## src/rtl/mem_access_ctrl.sv

```systemverilog
// rtl/mem_access_ctrl.sv - load/store access controller with sub-word read-modify-write stores
module mem_access_ctrl #(
  parameter int CNT_W = 16
) (
  input  logic             clk,
  input  logic             rst_n,
  input  logic             req_valid,
  input  logic             req_we,
  input  logic [1:0]       req_size,
  input  logic             req_signed,
  input  logic [31:0]      req_addr,
  input  logic [31:0]      req_wdata,
  input  logic             flush,
  input  logic [31:0]      mem_rdata,
  output logic [31:0]      mem_addr,
  output logic [31:0]      mem_wdata,
  output logic             mem_wr,
  output logic             stall,
  output logic [31:0]      load_data,
  output logic             misalign_err,
  output logic [CNT_W-1:0] rmw_count
);

  typedef enum logic [1:0] {
    IDLE = 2'd0,
    RD   = 2'd1,
    WR   = 2'd2
  } state_e;

  state_e            state_q;
  logic [31:0]       lat_addr_q;
  logic [31:0]       lat_wdata_q;
  logic [1:0]        lat_size_q;
  logic [31:0]       rmw_buf_q;
  logic [CNT_W-1:0]  rmw_count_q;

  logic              misalign;
  logic              subword_store;
  logic              mem_wr_raw;
  logic              stall_raw;
  logic [4:0]        lane_shift;
  logic [31:0]       lane_mask;
  logic [31:0]       merged;
  logic [7:0]        ld_byte;
  logic [15:0]       ld_half;

  // Alignment and sub-word store classification of the incoming request (size 11 behaves as word).
  always_comb begin
    misalign      = 1'b0;
    subword_store = 1'b0;
    if (req_size == 2'b01) begin
      misalign = req_addr[0];
    end else if (req_size[1]) begin
      misalign = (req_addr[1:0] != 2'b00);
    end
    subword_store = req_valid && req_we && !misalign && !req_size[1];
  end

  // Build the merged RMW word: only the target byte/halfword lane is replaced.
  always_comb begin
    lane_shift = '0;
    lane_mask  = '0;
    merged     = rmw_buf_q;
    if (lat_size_q == 2'b00) begin
      lane_shift = {lat_addr_q[1:0], 3'b000};
      lane_mask  = 32'h0000_00ff << lane_shift;
      merged     = (rmw_buf_q & ~lane_mask) | ({24'h0, lat_wdata_q[7:0]} << lane_shift);
    end else begin
      lane_shift = {lat_addr_q[1], 4'b0000};
      lane_mask  = 32'h0000_ffff << lane_shift;
      merged     = (rmw_buf_q & ~lane_mask) | ({16'h0, lat_wdata_q[15:0]} << lane_shift);
    end
  end

  // Output decode: IDLE outputs follow the request directly, RD/WR run off the latched copy.
  always_comb begin
    mem_addr     = '0;
    mem_wdata    = '0;
    mem_wr_raw   = 1'b0;
    stall_raw    = 1'b0;
    load_data    = '0;
    misalign_err = 1'b0;
    ld_byte      = mem_rdata[{req_addr[1:0], 3'b000} +: 8];
    ld_half      = req_addr[1] ? mem_rdata[31:16] : mem_rdata[15:0];
    unique case (state_q)
      IDLE: begin
        if (req_valid) begin
          mem_addr  = {req_addr[31:2], 2'b00};
          mem_wdata = req_wdata;
          if (misalign) begin
            misalign_err = !flush;
          end else if (req_we) begin
            if (req_size[1]) begin
              mem_wr_raw = !flush;
            end else begin
              stall_raw = 1'b1;
            end
          end else begin
            unique case (req_size)
              2'b00:   load_data = {{24{req_signed & ld_byte[7]}}, ld_byte};
              2'b01:   load_data = {{16{req_signed & ld_half[15]}}, ld_half};
              default: load_data = mem_rdata;
            endcase
          end
        end
      end
      RD: begin
        mem_addr  = {lat_addr_q[31:2], 2'b00};
        stall_raw = !flush;
      end
      WR: begin
        mem_addr   = {lat_addr_q[31:2], 2'b00};
        mem_wdata  = merged;
        mem_wr_raw = !flush;
      end
      default: ;
    endcase
  end

  // Reset must silence the write strobe and release the pipeline immediately, not at the next edge.
  assign mem_wr    = mem_wr_raw & rst_n;
  assign stall     = stall_raw & rst_n;
  assign rmw_count = rmw_count_q;

  // Sequencer: accept sub-word stores, capture the old word in RD, retire and count in WR.
  always_ff @(posedge clk or negedge rst_n) begin
    if (!rst_n) begin
      state_q     <= IDLE;
      lat_addr_q  <= '0;
      lat_wdata_q <= '0;
      lat_size_q  <= '0;
      rmw_buf_q   <= '0;
      rmw_count_q <= '0;
    end else begin
      unique case (state_q)
        IDLE: begin
          if (subword_store) begin
            lat_addr_q  <= req_addr;
            lat_wdata_q <= req_wdata;
            lat_size_q  <= req_size;
            state_q     <= RD;
          end
        end
        RD: begin
          if (flush) begin
            state_q <= IDLE;
          end else begin
            rmw_buf_q <= mem_rdata;
            state_q   <= WR;
          end
        end
        WR: begin
          if (!flush && (rmw_count_q != {CNT_W{1'b1}})) begin
            rmw_count_q <= rmw_count_q + CNT_W'(1);
          end
          state_q <= IDLE;
        end
        default: state_q <= IDLE;
      endcase
    end
  end

endmodule

```

## config.mk

```make
export PLATFORM = sky130hd
export DESIGN_NAME = mem_access_ctrl
export DESIGN_NICKNAME = d
export VERILOG_FILES = /design/src/rtl/mem_access_ctrl.sv
export SDC_FILE = /design/constraint.sdc
export NUM_CORES = 1
export LEC_CHECK = 0
export CAP_MARGIN = 25
export CORE_ASPECT_RATIO = 0.5
export CORE_MARGIN = 8
export CORE_UTILIZATION = 46
export DETAILED_ROUTE_END_ITERATION = 16
export PLACE_DENSITY = 0.91
export SLEW_MARGIN = 20
export SYNTH_ARGS = -nofsm -noshare
export SYNTH_HDL_FRONTEND = slang
export SYNTH_SLANG_ARGS = --single-unit
```

## constraint.sdc

```tcl
create_clock -name clk -period 2.35 [get_ports clk]
set_input_delay 0.3525 -clock clk [delete_from_list [all_inputs] [get_ports clk]]
set_output_delay 0.3525 -clock clk [all_outputs]
set_load 0.01 [all_outputs]
```

* Word-level counts from Yosys, hierarchy flattened
Cells that the tools add are included.
Cells by class: add/sub/neg operators 1, eq/ne operators 5, mux-type cells 29, reduce and logical (&&, ||, !) cells 15, shift-type cells 5, bitwise logic cells 11
Operator list (number):
- 32-bit two-way mux | 7
- 32-bit one-hot mux with 2 select lines | 3
- 32-bit AND | 2
- 32-bit inverter | 2
- 32-bit bitwise OR | 2
- 32-bit by 6-bit indexed part select with 8-bit output | 1
- 16-bit by 5-bit << shifter with 32-bit output | 1
- 16-bit by 5-bit << shifter with 32-bit output, first input constant | 1
- 8-bit by 5-bit << shifter with 32-bit output | 1
- 8-bit by 5-bit << shifter with 32-bit output, first input constant | 1
- 16-bit by 1-bit adder with 16-bit output, second input constant | 1
- 16-bit two-way mux | 1
- 16-bit inequality test, second input constant | 1
- 1-bit two-way mux | 13
- 2-bit logical NOT | 3
- 2-bit AND reduction | 3
- 1-bit AND | 4
- 2-bit by 1-bit == test with 1-bit output, second input constant | 2
- 1-bit logical AND | 4
- 2-bit two-way mux | 2
- 1-bit one-hot mux with 2 select lines | 2
- 2-bit one-hot mux with 2 select lines | 1
- 1-bit logical NOT | 3
- 2-bit == test, second input constant | 1
- 4 further kinds | 4
Word-level totals: word-level logic and storage cells 72, bits of input ports 104, register bits 100, output and inout bits 115

* Depth between registers and ports, before layout
depth in word-level cells 8, mapped depth 7, depth with buffers taken out 6

* Worst setup path after synthesis
OpenSTA, ideal clock, no wires.
path type register to output, start register state_q[0], end output port load_data[21], setup slack 0.235 ns, data required time 1.997 ns, data arrival time 1.762 ns, cell stages (with the launch flop) 8, buffers on the path 1, cell sequence dfrtp_1 -> inv_1 -> ha_1 -> nand3b_1 -> o21bai_2 -> o21bai_2 -> buf_2 -> nor2_1
On the way: cells in the longest elaborated chain, start to end 2
Ends and longest elaborated chain:
- start: declaration | line 30 | state_e state_q;
- start signal: assignment | line 128 | state_q <= IDLE;
- start signal: assignment | line 141 | state_q <= RD;
- start signal: assignment | line 146 | state_q <= IDLE;
- 2-bit logical NOT | line 85 | unique case (state_q)
- 32-bit two-way mux | line 85
- end: declaration | line 19 | output logic [31:0] load_data,
No other way between the ends.

* Final worst setup path
start register state_q[1], end output port load_data[21]
Same word-level chain as after synthesis.

==> results.toml <==
[sta]
setup_slack_ns = -0.0770
fin_crit_ns = 2.43
rsz0062_at_grt = "yes"
final-setup-viol-count = 10
whs_ns = 0.0246
finalHoldViolCount = 0
tightest_slew_ns = 0.928
maxSlewViolCount = 0
slew_headroom_pct = 38.1
finalClockSkew_ns = 0.00649
max_freq_mhz = 412
finalSetupTns_ns = -0.402
fin_crit_sh_pct = 103

[detailed_routing]
dr_total_vias = 6015
drt_iter0_drc = 408
wl_mm = 21.7
drc = 0
firstDrtPassIters = 5
ant_nets = 0
wl_per_cell_um = 21.1
vias_per_cell = 5.82

[yosys]
synth_ff_type = "dfrtp_1"
ys_warn_count = 0
synth-seq-cells = 100
synth_edf_count = 0
ys_types = 55
ys_seq_area_share_pct = 41.3
synthTopCellsByArea = "dfrtp_1 (41%), mux2_2 (18%), a22oi_1 (4.8%), nor2_1 (4.0%), a22o_1 (3.6%)"
synthArstFlopShare_pct = 100
syn_inst = 594
syn_avg_cell_area_um2 = 10.2
yosysTopAreaCellShare_pct = 41.3
syn-cell-area_mm2 = 0.00605
yosysTopAreaCell = "dfrtp_1"

[floorplanning]
std_cell_rows = 29
initial_core_util_pct = 47.4
dieArea_mm2 = 0.0173
io_pins = 219
die_y_um = 97.1
core_area_mm2 = 0.0128
die_x_um = 178

[final_layout]
finalNonFillerCells = 1033
syn_to_final_growth_pct = 52.0
drive_gt1_share_pct = 35.2
n_fill_cell = 890
fin_nets = 967
antennaDiodeCount = 0
multi_input_area_mm2 = 0.00354
regArea_mm2 = 0.00250
post-route-util_pct = 72.0

[critical_path]
end_kind = "primary output"
worstSetupPathType = "reg -> out"
worstSetupStartpointType = "register"
critPathMaxFanout = 7
cp.arrival_ns = 2.07
crit_required_ns = 2.00

[placed_design]
place_hpwl_mm = 15.9
dp_cells = 997
io_buffers = 216
gp_congestion = 0.925
place_ws_ns = -0.518

[power]
p_per_area_mw_per_mm2 = 1080
p_leak_nw = 4.16
vdd_drop_max_mv = 0.589

[clock_tree]
h-tree-depth = 3
cts_sinks = 100
cts_tree = "built"
cts_buffer_depth = 2
root_buffer = "clkbuf_16"
clock_latency_ns = 0.35
clkTransAtPathRegs_ns = 0.07
cts_made_buffers = 9

[grt]
grtUsageTotal_pct = 24.1
grt_overflow = 0
grt_pass1_wl_mm = 33.9
antenna_found_initial = 0
grt_pass1_vias = 6276
grt_max_degree = 72

[flow_run]
cap_violations = 0

[status]
violations = "negative setup slack"
outcome = "finished, violations left"

[hold_path]
hold_path.class = "in -> async"
==> worst max-delay path: stages (launching register included) <==
cell	delay, ns
dfrtp_1	0.40
inv_2	0.09
ha_4	0.16
nand3b_1	0.12
o21bai_4	0.22
buf_6	0.13
o21bai_4	0.21
buf_6	0.15
nor2_1	0.09
buf_2	0.15
==> logic make-up (layout without fill, tap and decap cells) <==
logic type,after synthesis,in the layout,synth area share (%)
AO/OA/AOI/OAI,165,166,19.7
AND/OR/NAND/NOR,150,150,12.7
adder cells (fa/ha/maj),5,5,1.03
buffers and inverters,56,323,3.87
flip-flops,100,100,41.3
other,1,2,0.0620
multiplexers,104,104,19.3
XOR/XNOR,13,13,1.88
==> synth_stat cells (2+ instances only) <==
master,count
nand2_1,17
and2_1,2
nand3_1,6
clkbuf_1,31
xnor2_1,2
or2_2,2
and3_1,4
o211ai_1,2
ha_1,5
o21ba_2,7
a22o_1,25
xor2_1,11
o21bai_2,2
a32o_1,8
a32oi_1,6
a22oi_1,39
inv_1,9
buf_2,13
nand3b_1,4
mux2i_1,4
nor4_1,3
a21oi_1,28
nor3_1,12
nand4_1,2
dfrtp_1,100
nor4b_1,2
nand2b_1,11
buf_4,2
nor2_2,3
o21ai_0,31
nor3b_1,2
o22a_1,6
nor2b_1,10
mux2_2,99
nor2_1,64
==> cell type report <==
class,instances,share of cell area (%)
sequential,100,27.2
clock inverter,6,0.844
timing repair buffer,297,28.1
clock buffer,10,2.60
tap,170,2.31
inverter,10,0.435
multi-input combinational,440,38.5
==> placed cells by master, fill, tap and decap left out, drive strengths merged, types with 17 or more instances in the layout <==
cell	synthesis	layout
a21oi	29	29
a22o	25	25
a22oi	39	39
buf	15	114
clkbuf	31	33
clkdlybuf4s50	0	114
dfrtp	100	100
dlygate4sd2	0	32
mux2	100	100
nand2	17	17
nor2	67	67
o21ai	33	33
==> metrics by stage <==
| step | instance area, um2 | total power, mW |
|---|---|---|
| after detailed placement | 8750 | 8.23 |
| after CTS | 9140 | 9.73 |
| after floorplan | 6060 | 5.73 |
| after global routing | 9200 | 10.5 |
| after global placement | 8750 | 8.05 |
| final | 9200 | 9.97 |
==> report_power, final <==
group / internal, mW / switching, mW / total [mW]
Clock: 0.876 / 0.704 / 1.58
Sequential: 2.47 / 0.557 / 3.03
Combinational: 2.87 / 2.49 / 5.35
Total: 6.22 / 3.75 / 9.97
==> routing by layer <==
metal / routed length, um / share of wire, % / track usage (%)
met5: 0 / 0 / 0
met4: 722 / 3.3 / 9.85
met3: 1560 / 7.2 / 5.35
met2: 10900 / 50 / 41.4
met1: 8570 / 39 / 28.8
==> final timing paths <==
path | start | endpoint | slack, ns | cells past startpoint
hold reg to reg | rmw_buf_q[27] | rmw_buf_q[27] | 0.51 | 1
setup reg to reg | state_q[1] | rmw_count[15] | 0.35 | 8
setup / recovery | state_q[1] | load_data[21] | -0.08 | 9
max in group asynchronous | rst_n | lat_addr_q[0] | 1.00 | 3
min in group clk | rmw_buf_q[27] | rmw_buf_q[27] | 0.51 | 1
hold / removal | rst_n | rmw_count[2] | 0.02 | 2
==> flip-flops by register name, summed over array words and instances, names as in the netlist <==
name,flops
lat_size_q,2
lat_wdata_q,16
state_q,2
rmw_buf_q,32
lat_addr_q,32
rmw_count,16
==> repair_timing <==
action | in CTS | in global routing
cloned | 2 | 0
hold endpoints to repair | 0 | 0
setup buffers | 11 | 7
pin swaps | 21 | 6
gates resized for setup | 233 | 88
setup endpoints to repair | 97 | 68
hold buffers | 0 | 0
Note: power is estimated with default switching activity, not from simulation.
